==> src/rtl/etpu_wb_stream_if.sv <==
// etpu_wb_stream_if: Wishbone slave bus plus operand/result streams and interrupt of etpu_wb_stream
interface etpu_wb_stream_if;
   logic        wbs_stb_i;
   logic        wbs_cyc_i;
   logic        wbs_we_i;
   logic [3:0]  wbs_sel_i;
   logic [31:0] wbs_adr_i;
   logic [31:0] wbs_dat_i;
   logic        wbs_ack_o;
   logic [31:0] wbs_dat_o;
   logic        a_valid_o;
   logic        a_ready_i;
   logic [31:0] a_data_o;
   logic        r_valid_i;
   logic        r_ready_o;
   logic [31:0] r_data_i;
   logic        irq_o;
   modport slave (
      input  wbs_stb_i, wbs_cyc_i, wbs_we_i, wbs_sel_i, wbs_adr_i, wbs_dat_i, a_ready_i, r_valid_i, r_data_i,
      output wbs_ack_o, wbs_dat_o, a_valid_o, a_data_o, r_ready_o, irq_o
   );
   modport master (
      output wbs_stb_i, wbs_cyc_i, wbs_we_i, wbs_sel_i, wbs_adr_i, wbs_dat_i, a_ready_i, r_valid_i, r_data_i,
      input  wbs_ack_o, wbs_dat_o, a_valid_o, a_data_o, r_ready_o, irq_o
   );
endinterface

==> src/rtl/etpu_wb_stream.sv <==
// etpu_wb_stream: Wishbone FIFO bridge to the edu_tpu core; define ETPU_WB_IRQ_EN for the result interrupt
module etpu_wb_stream #(
   parameter logic [31:0] BASE_ADDR = 32'h3000_0000,
   parameter int IN_DEPTH = 8,
   parameter int OUT_DEPTH = 8
) (
   input logic clk,
   input logic RSTB,
   etpu_wb_stream_if.slave bus
);
   localparam int IW = $clog2(IN_DEPTH);
   localparam int OW = $clog2(OUT_DEPTH);
   localparam int IC = $clog2(IN_DEPTH + 1);
   localparam int OC = $clog2(OUT_DEPTH + 1);
   logic [31:0] in_mem [IN_DEPTH];
   logic [31:0] out_mem [OUT_DEPTH];
   logic [IW-1:0] in_wp, in_rp;
   logic [OW-1:0] out_wp, out_rp;
   logic [IC-1:0] in_cnt;
   logic [OC-1:0] out_cnt, out_cnt_nxt;
   logic enable, irq_en, overflow, underflow;
   logic req, wr_ctrl, flush, push, push_ok, pop_rd, pop_ok, a_pop, cap;
   logic in_full, in_empty, out_full, out_empty;
   logic [31:0] status, rdata;
   logic unused_adr;
   assign unused_adr = ^bus.wbs_adr_i[1:0];
   assign bus.a_valid_o = enable & !in_empty;
   assign bus.a_data_o = in_mem[in_rp];
   always_comb begin
      req = bus.wbs_stb_i & bus.wbs_cyc_i & (bus.wbs_adr_i[31:4] == BASE_ADDR[31:4]) & !bus.wbs_ack_o;
      wr_ctrl = req & bus.wbs_we_i & (bus.wbs_adr_i[3:2] == 2'd0) & bus.wbs_sel_i[0];
      flush = wr_ctrl & bus.wbs_dat_i[1];
      push = req & bus.wbs_we_i & (bus.wbs_adr_i[3:2] == 2'd2) & (bus.wbs_sel_i == 4'hF);
      pop_rd = req & !bus.wbs_we_i & (bus.wbs_adr_i[3:2] == 2'd3);
      in_full = in_cnt == IC'(IN_DEPTH);
      in_empty = in_cnt == '0;
      out_full = out_cnt == OC'(OUT_DEPTH);
      out_empty = out_cnt == '0;
      push_ok = push & !in_full;
      pop_ok = pop_rd & !out_empty;
      a_pop = bus.a_valid_o & bus.a_ready_i & !flush;
      cap = bus.r_valid_i & bus.r_ready_o & !flush;
      out_cnt_nxt = flush ? '0 : out_cnt + OC'(cap) - OC'(pop_ok);
      status = {10'd0, underflow, overflow, out_empty, out_full, in_empty, in_full, 8'(out_cnt), 8'(in_cnt)};
      rdata = bus.wbs_adr_i[3:2] == 2'd0 ? {29'd0, irq_en, 1'b0, enable} :
              bus.wbs_adr_i[3:2] == 2'd1 ? status :
              bus.wbs_adr_i[3:2] == 2'd3 ? (out_empty ? 32'h0 : out_mem[out_rp]) : 32'h0;
   end
   always_ff @(posedge clk) begin
      if (push_ok) in_mem[in_wp] <= bus.wbs_dat_i;
      if (cap) out_mem[out_wp] <= bus.r_data_i;
   end
   always_ff @(posedge clk) begin
      if (!RSTB) begin
         bus.wbs_ack_o <= 1'b0;
         bus.wbs_dat_o <= '0;
         bus.r_ready_o <= 1'b0;
         enable <= 1'b0;
         overflow <= 1'b0;
         underflow <= 1'b0;
         in_cnt <= '0;
         in_wp <= '0;
         in_rp <= '0;
         out_cnt <= '0;
         out_wp <= '0;
         out_rp <= '0;
      end else begin
         bus.wbs_ack_o <= req;
         bus.wbs_dat_o <= (req & !bus.wbs_we_i) ? rdata : '0;
         bus.r_ready_o <= out_cnt_nxt != OC'(OUT_DEPTH);
         if (wr_ctrl) enable <= bus.wbs_dat_i[0];
         overflow <= !flush & (overflow | (push & in_full));
         underflow <= !flush & (underflow | (pop_rd & out_empty));
         in_cnt <= flush ? '0 : in_cnt + IC'(push_ok) - IC'(a_pop);
         in_wp <= flush ? '0 : in_wp + IW'(push_ok);
         in_rp <= flush ? '0 : in_rp + IW'(a_pop);
         out_cnt <= out_cnt_nxt;
         out_wp <= flush ? '0 : out_wp + OW'(cap);
         out_rp <= flush ? '0 : out_rp + OW'(pop_ok);
      end
   end
`ifdef ETPU_WB_IRQ_EN
   always_ff @(posedge clk) begin
      if (!RSTB) begin
         irq_en <= 1'b0;
         bus.irq_o <= 1'b0;
      end else begin
         if (wr_ctrl) irq_en <= bus.wbs_dat_i[2];
         bus.irq_o <= irq_en & !out_empty;
      end
   end
`else
   assign irq_en = 1'b0;
   assign bus.irq_o = 1'b0;
`endif
endmodule
==> src/flat_wrapper.sv <==
// flat-port wrapper written by rule: the top's interface ports become plain ports
module etpu_wb_stream_flat 
#(
   parameter logic [31:0] BASE_ADDR = 32'h3000_0000,
   parameter int IN_DEPTH = 8,
   parameter int OUT_DEPTH = 8
)
  (clk, RSTB, bus_wbs_stb_i, bus_wbs_cyc_i, bus_wbs_we_i, bus_wbs_sel_i, bus_wbs_adr_i, bus_wbs_dat_i, bus_a_ready_i, bus_r_valid_i, bus_r_data_i, bus_wbs_ack_o, bus_wbs_dat_o, bus_a_valid_o, bus_a_data_o, bus_r_ready_o, bus_irq_o);
  etpu_wb_stream_if bus_i ();
  input logic clk;
  input logic RSTB;
  input wire logic [$bits(bus_i.wbs_stb_i)-1:0] bus_wbs_stb_i;
  input wire logic [$bits(bus_i.wbs_cyc_i)-1:0] bus_wbs_cyc_i;
  input wire logic [$bits(bus_i.wbs_we_i)-1:0] bus_wbs_we_i;
  input wire logic [$bits(bus_i.wbs_sel_i)-1:0] bus_wbs_sel_i;
  input wire logic [$bits(bus_i.wbs_adr_i)-1:0] bus_wbs_adr_i;
  input wire logic [$bits(bus_i.wbs_dat_i)-1:0] bus_wbs_dat_i;
  input wire logic [$bits(bus_i.a_ready_i)-1:0] bus_a_ready_i;
  input wire logic [$bits(bus_i.r_valid_i)-1:0] bus_r_valid_i;
  input wire logic [$bits(bus_i.r_data_i)-1:0] bus_r_data_i;
  output wire logic [$bits(bus_i.wbs_ack_o)-1:0] bus_wbs_ack_o;
  output wire logic [$bits(bus_i.wbs_dat_o)-1:0] bus_wbs_dat_o;
  output wire logic [$bits(bus_i.a_valid_o)-1:0] bus_a_valid_o;
  output wire logic [$bits(bus_i.a_data_o)-1:0] bus_a_data_o;
  output wire logic [$bits(bus_i.r_ready_o)-1:0] bus_r_ready_o;
  output wire logic [$bits(bus_i.irq_o)-1:0] bus_irq_o;
  assign bus_i.wbs_stb_i = bus_wbs_stb_i;
  assign bus_i.wbs_cyc_i = bus_wbs_cyc_i;
  assign bus_i.wbs_we_i = bus_wbs_we_i;
  assign bus_i.wbs_sel_i = bus_wbs_sel_i;
  assign bus_i.wbs_adr_i = bus_wbs_adr_i;
  assign bus_i.wbs_dat_i = bus_wbs_dat_i;
  assign bus_i.a_ready_i = bus_a_ready_i;
  assign bus_i.r_valid_i = bus_r_valid_i;
  assign bus_i.r_data_i = bus_r_data_i;
  assign bus_wbs_ack_o = bus_i.wbs_ack_o;
  assign bus_wbs_dat_o = bus_i.wbs_dat_o;
  assign bus_a_valid_o = bus_i.a_valid_o;
  assign bus_a_data_o = bus_i.a_data_o;
  assign bus_r_ready_o = bus_i.r_ready_o;
  assign bus_irq_o = bus_i.irq_o;
  etpu_wb_stream #(.BASE_ADDR(BASE_ADDR), .IN_DEPTH(IN_DEPTH), .OUT_DEPTH(OUT_DEPTH)) u_core (.clk(clk), .RSTB(RSTB), .bus(bus_i));
endmodule
==> config.mk <==
export PLATFORM = sky130hd
export DESIGN_NAME = etpu_wb_stream_flat
export DESIGN_NICKNAME = d
export VERILOG_FILES = /design/src/rtl/etpu_wb_stream_if.sv /design/src/rtl/etpu_wb_stream.sv /design/src/flat_wrapper.sv
export SDC_FILE = /design/constraint.sdc
export NUM_CORES = 1
export LEC_CHECK = 0
export ABC_AREA = 1
export BUFFER_PORTS_ARGS = -buffer_cell sky130_fd_sc_hd__buf_4
export CAP_MARGIN = 20
export CORE_MARGIN = 3
export CORE_UTILIZATION = 40
export CTS_CLUSTER_SIZE = 24
export DETAILED_ROUTE_END_ITERATION = 16
export PLACE_DENSITY_LB_ADDON = 0.05
export RECOVER_POWER = 50
export SYNTH_ARGS = -nofsm -noshare
export SYNTH_HDL_FRONTEND = slang
export SYNTH_SLANG_ARGS = --single-unit
==> constraint.sdc <==
create_clock -name clk -period 4.7 [get_ports clk]
set_input_delay 0.705 -clock clk [delete_from_list [all_inputs] [get_ports clk]]
set_output_delay 0.705 -clock clk [all_outputs]
set_load 0.01 [all_outputs]
# Word level (Yosys, flattened, before mapping)
# Memories as Yosys holds them, arrays and structs flattened. A register that Yosys moved wholly into a read port is not among the register bits.
# Index checks and enable logic that the tools add are counted.
# totals
regBits	57
latchBits	0
ram_bits	512
romBits	0
word_cells	83
n_memories	2
# memory_table
name	depth	word_bits	read_ports	rd_clocked_by_memory_dff	wr	line	text
u_core.in_mem	8	32	1	1	1	etpu_wb_stream.sv:15	logic [31:0] in_mem [IN_DEPTH];
u_core.out_mem	8	32	1	1	1	etpu_wb_stream.sv:16	logic [31:0] out_mem [OUT_DEPTH];
# op_classes
addsub	8
mul	0
div_mod_pow	0
order_cmp	0
eq_ne	8
shift	0
n_mux	11
bitwise	27
n_reduce_logical	13
# op_table
operator	n
$mux W22	3
$eq A28 B26 Y1 const B	1
$and A1 B1 Y1	22
$add A3 B1 Y3	4
$eq A4 B4 Y1 const B	3
$add A4 B1 Y4	2
$logic_not A4 Y1	2
$sub A4 B1 Y4	2
$logic_not A1 Y1	6
$mux W3	2
$reduce_or A6 Y1	1
$mux W1	5
$eq A2 B2 Y1 const B	2
$mux W4	1
$ne A4 B4 Y1 const B	1
$not A1 Y1	3
$reduce_or A3 Y1	1
$eq A2 B1 Y1 const B	1
$logic_not A2 Y1	1
$or A1 B1 Y1	2
$reduce_and A2 Y1	1
$reduce_or A2 Y1	1

# Longest topological paths before layout
# depth
ltp_word	13
depth_mapped	17

# Worst setup path before layout
# Ideal clock, no wire load.
# synth_timing
kind	input-to-reg
start	input bus_wbs_adr_i[31]
end	memory u_core.in_mem[6][0] (enable)
setup_time_ns	0.461
t_arrival_ns	3.664
path_slack_ns	0.574
stages	7
cell_sequence	nor2_1 nand2_1 nor2_2 nand2_2 nor2_8 nand4_2 nor3_1
# synth_between
elab_chain_cells	9
# synth_rtl
element	line	text
start, declared	flat_wrapper.sv:16	input wire logic [$bits(bus_i.wbs_adr_i)-1:0] bus_wbs_adr_i;
$eq A28 B26 Y1	etpu_wb_stream.sv:30	req = bus.wbs_stb_i & bus.wbs_cyc_i & (bus.wbs_adr_i[31:4] == BASE_ADDR[31:4]) & !bus.wbs_ack_o;
$and A1 B1 Y1 (2 in a row)	etpu_wb_stream.sv:30	
$and A1 B1 Y1 (3 in a row)	etpu_wb_stream.sv:33	push = req & bus.wbs_we_i & (bus.wbs_adr_i[3:2] == 2'd2) & (bus.wbs_sel_i == 4'hF);
$and A1 B1 Y1	etpu_wb_stream.sv:39	push_ok = push & !in_full;
$mux W1	etpu_wb_stream.sv:50	if (push_ok) in_mem[in_wp] <= bus.wbs_dat_i;
$mux W1 (not written as such)	etpu_wb_stream.sv:50	
end, declared	etpu_wb_stream.sv:15	
# No other way between the ends.

# Worst setup path in the final report
# layout_timing
start	register u_core.bus.wbs_ack_o
end	memory u_core.out_mem[5][5] (enable)
# layout_between
elab_chain_cells	10
# layout_rtl
element	line	text
start, declared	etpu_wb_stream_if.sv:20	output wbs_ack_o, wbs_dat_o, a_valid_o, a_data_o, r_ready_o, irq_o
start signal, assigned	etpu_wb_stream.sv:68	bus.wbs_ack_o <= req;
$logic_not A1 Y1	etpu_wb_stream.sv:30	
$and A1 B1 Y1	etpu_wb_stream.sv:30	
$and A1 B1 Y1 (3 in a row)	etpu_wb_stream.sv:31	wr_ctrl = req & bus.wbs_we_i & (bus.wbs_adr_i[3:2] == 2'd0) & bus.wbs_sel_i[0];
$and A1 B1 Y1	etpu_wb_stream.sv:32	flush = wr_ctrl & bus.wbs_dat_i[1];
$logic_not A1 Y1	etpu_wb_stream.sv:42	cap = bus.r_valid_i & bus.r_ready_o & !flush;
$and A1 B1 Y1	etpu_wb_stream.sv:42	
$mux W1	etpu_wb_stream.sv:51	if (cap) out_mem[out_wp] <= bus.r_data_i;
$mux W1 (not written as such)	etpu_wb_stream.sv:51	
end, declared	etpu_wb_stream.sv:16	
# No other way between the ends.

==> reports/summary.txt <==
port bufs: 171
First DRT Iteration DRCs: 964
Worst setup SP type: flop
setup ws final: 0.884 ns
most common cell after layout, fill and taps aside: edfxtp_1
fmax: 262 MHz
Vias: 13657
Clock Tree Buf Depth: 3
post-synthesis cell type count: 34
initial antenna violation count: 6
setup TNS: 0 ns
critical path type: reg2reg
die height: 242 µm
layout cells sized above 1: 11.9%
Layout area overhead: 16.2%
cts hold-fix bufs: 0
Synth Warn #: 0
power share of the clock group: 42.3%
register area share after synthesis: 74.2%
Peak VDD IR: 297 µV
syn_nets: 1878
Die X: 242 µm
post-synthesis cell count: 1749
total number of H-tree levels: 2
failing checks: capacitance limit, slew limit
post-route cell area: 0.0259 mm²
all-layer global routing usage: 18.1%
Seq pwr share: 54.0%
Congestion Overflow GR: 0
drt wl/cell: 19.8 µm
largest net degree at the start of global routing: 87
first-pass GRT wire length: 82.3 mm
CTS-repair resized insts: 0
IO Pins: 175
Synth Area per Inst: 12.7 µm²
Power Internal: 8.27 mW
status: complete, but fails checks
later-pin clock latency in the skew report: 0.61 ns
WP data required: 4.98 ns
CP Capture Type: flop
Via density: 5.05
Slew @ Worst Pin: 2.10 ns
fill count: 5033
Data arrival, critical path: 4.10 ns
placed inst area: 0.0244 mm²
switching share of total power: 20.6%
synthesis-stage register bit count: 569
Final min period: 3.82 ns
vias in the first global route: 13347
clk sink count: 569
GP Congestion: 0.757
Core Footprint: 0.0545 mm²
clk slew on worst S/H paths: 0.06 ns
DR pass1 iterations: 5
die area: 0.0585 mm²
Hold Crit Class: in2reg
Final Setup Violations: 0
DRC: 0
Comb power frac: 3.7%
fin nets: 2043
RSZ-0062 raised after global routing: no
Post-DP HPWL: 28.9 mm
post-CTS setup buffer count: 0
final WL: 53.4 mm
Final Max Tran Viols: 35
Cell Area, Synth: 0.0223 mm²
clk_skew: 0.0193 ns
Power Density: 403 mW/mm²
CTS tree: yes
antenna-violating nets left: 0
max cap viols: 2
Rel. slew slack: -40.2%
Initial Util: 40.9%
CTS Buf Count: 58
std cell rows: 85
Final Cycle Share: 81.2%
static leakage: 8.76 nW
switching power: 2.15 mW
Hold Vio Cnt, Final: 0
commonest cells after routing, fill and taps aside: edfxtp_1 (512), nor2_1 (384), o21ai_0 (194)
Max FO, Critical Path: 18
Placement Setup Slack: 1.29 ns
clk root buf: clkbuf_16
==> state kept, by name, summed over array words and instances (netlist names) <==
| register | count |
|---|---|
| u_core.bus.r_ready_o | 1 |
| u_core.bus.wbs_ack_o | 1 |
| u_core.bus.wbs_dat_o | 32 |
| u_core.enable | 1 |
| u_core.in_cnt | 4 |
| u_core.in_mem | 256 |
| u_core.in_rp | 3 |
| u_core.in_wp | 3 |
| u_core.out_cnt | 4 |
| u_core.out_mem | 256 |
| u_core.out_rp | 3 |
| u_core.out_wp | 3 |
| u_core.overflow | 1 |
| u_core.underflow | 1 |
==> area by class of cell <==
cell class	instances	area, µm²	area share [%]
Antenna cell	4	10.0	0.0387
Clock buffer	83	1660	6.43
Clock inverter	23	159	0.615
Inverter	66	249	0.963
Multi-Input combinational cell	1008	5080	19.6
Sequential cell	569	16500	63.9
Tap cell	739	925	3.58
Timing Repair Buffer	211	1250	4.83
==> power by group through the flow <==
stage | clock network (mW) | logic (mW) | registers [mW]
2_1_floorplan | 0 | 0.188 | 5.74
3_3_place_gp | 0 | 0.419 | 5.73
3_5_place_dp | 0 | 0.426 | 5.73
4_1_cts | 4.54 | 0.428 | 5.63
5_1_grt | 4.75 | 0.443 | 5.63
6_report | 4.40 | 0.387 | 5.63
==> critical path, stage by stage (launching register included) <==
cell and delay [ns]:
dfxtp_1 0.33, inv_1 0.04, nand2_1 0.05, nor2_1 0.05, nand2_2 0.05, nor2_1 0.16, nand4_1 0.20, nand2_1 0.07
clkbuf_1 0.36, nor2_1 1.67, buf_4 0.50
==> logic make-up (layout without fill, tap and decap cells) <==
| family | Yosys count | count (layout) | synth area share, % |
|---|---|---|---|
| other cells | 1 | 5 | 0.0169 |
| fa+ha+maj | 22 | 22 | 1.30 |
| compound gates | 364 | 364 | 9.96 |
| buf+inv | 172 | 383 | 3.23 |
| flops | 569 | 569 | 74.2 |
| simple gates | 613 | 613 | 11.0 |
| xor+xnor | 8 | 8 | 0.315 |
==> Yosys cell counts (all sizes together) <==
cell type,n,area [µm²]
edfxtp,512,15400
nor2,393,1510
o21ai,194,971
nand2,176,676
inv,66,248
o32ai,64,561
clkbuf,61,229
dfxtp,57,1140
buf,45,241
a21oi,41,243
o22ai,36,225
nand3,28,140
o211ai,27,203
ha,20,250
nor3,9,45.0
xnor2,7,61.3
nand4,6,65.1
fa,2,40.0
a21boi,1,7.51
a31oi,1,6.26
and3,1,6.26
conb,1,3.75
xor2,1,8.76
==> worst paths after layout <==
kind / from / end / slack, ns / depth (start not counted)
setup / recovery: u_core.bus.wbs_ack_o$_SDFF_PN0_ / u_core.out_mem[5][5]$_DFFE_PP_ / 0.88 / 10
hold / removal: RSTB / u_core.bus.wbs_ack_o$_SDFF_PN0_ / 0.38 / 3
setup reg to reg: u_core.bus.wbs_ack_o$_SDFF_PN0_ / u_core.out_mem[5][5]$_DFFE_PP_ / 0.88 / 10
hold reg to reg: u_core.overflow$_SDFF_PN0_ / u_core.bus.wbs_dat_o[20]$_SDFF_PP0_ / 0.48 / 2
==> metrics by stage <==
| stage | std cells | util [%] | power, mW | hold slack (ns) |
|---|---|---|---|---|
| floorplan | 1749 | - | 5.92 | 0.440 |
| finish | 2703 | 47.5 | 10.4 | 0.384 |
| global route | 2700 | 47.5 | 10.8 | 0.372 |
| detailed placement | 2593 | 44.9 | 6.16 | 0.475 |
| global placement | 2593 | 44.9 | 6.15 | 0.462 |
| CTS | 2699 | 48.2 | 10.6 | 0.288 |
==> layer usage <==
metal	global-route usage [%]	vias to the layer above	wire, µm
li1	-	6629	-
met1	24.6	6709	24000
met2	30.2	240	25900
met3	3.12	75	2320
met4	5.00	4	1170
met5	0	-	20
No activity file was read; power rests on OpenSTA's default activity.
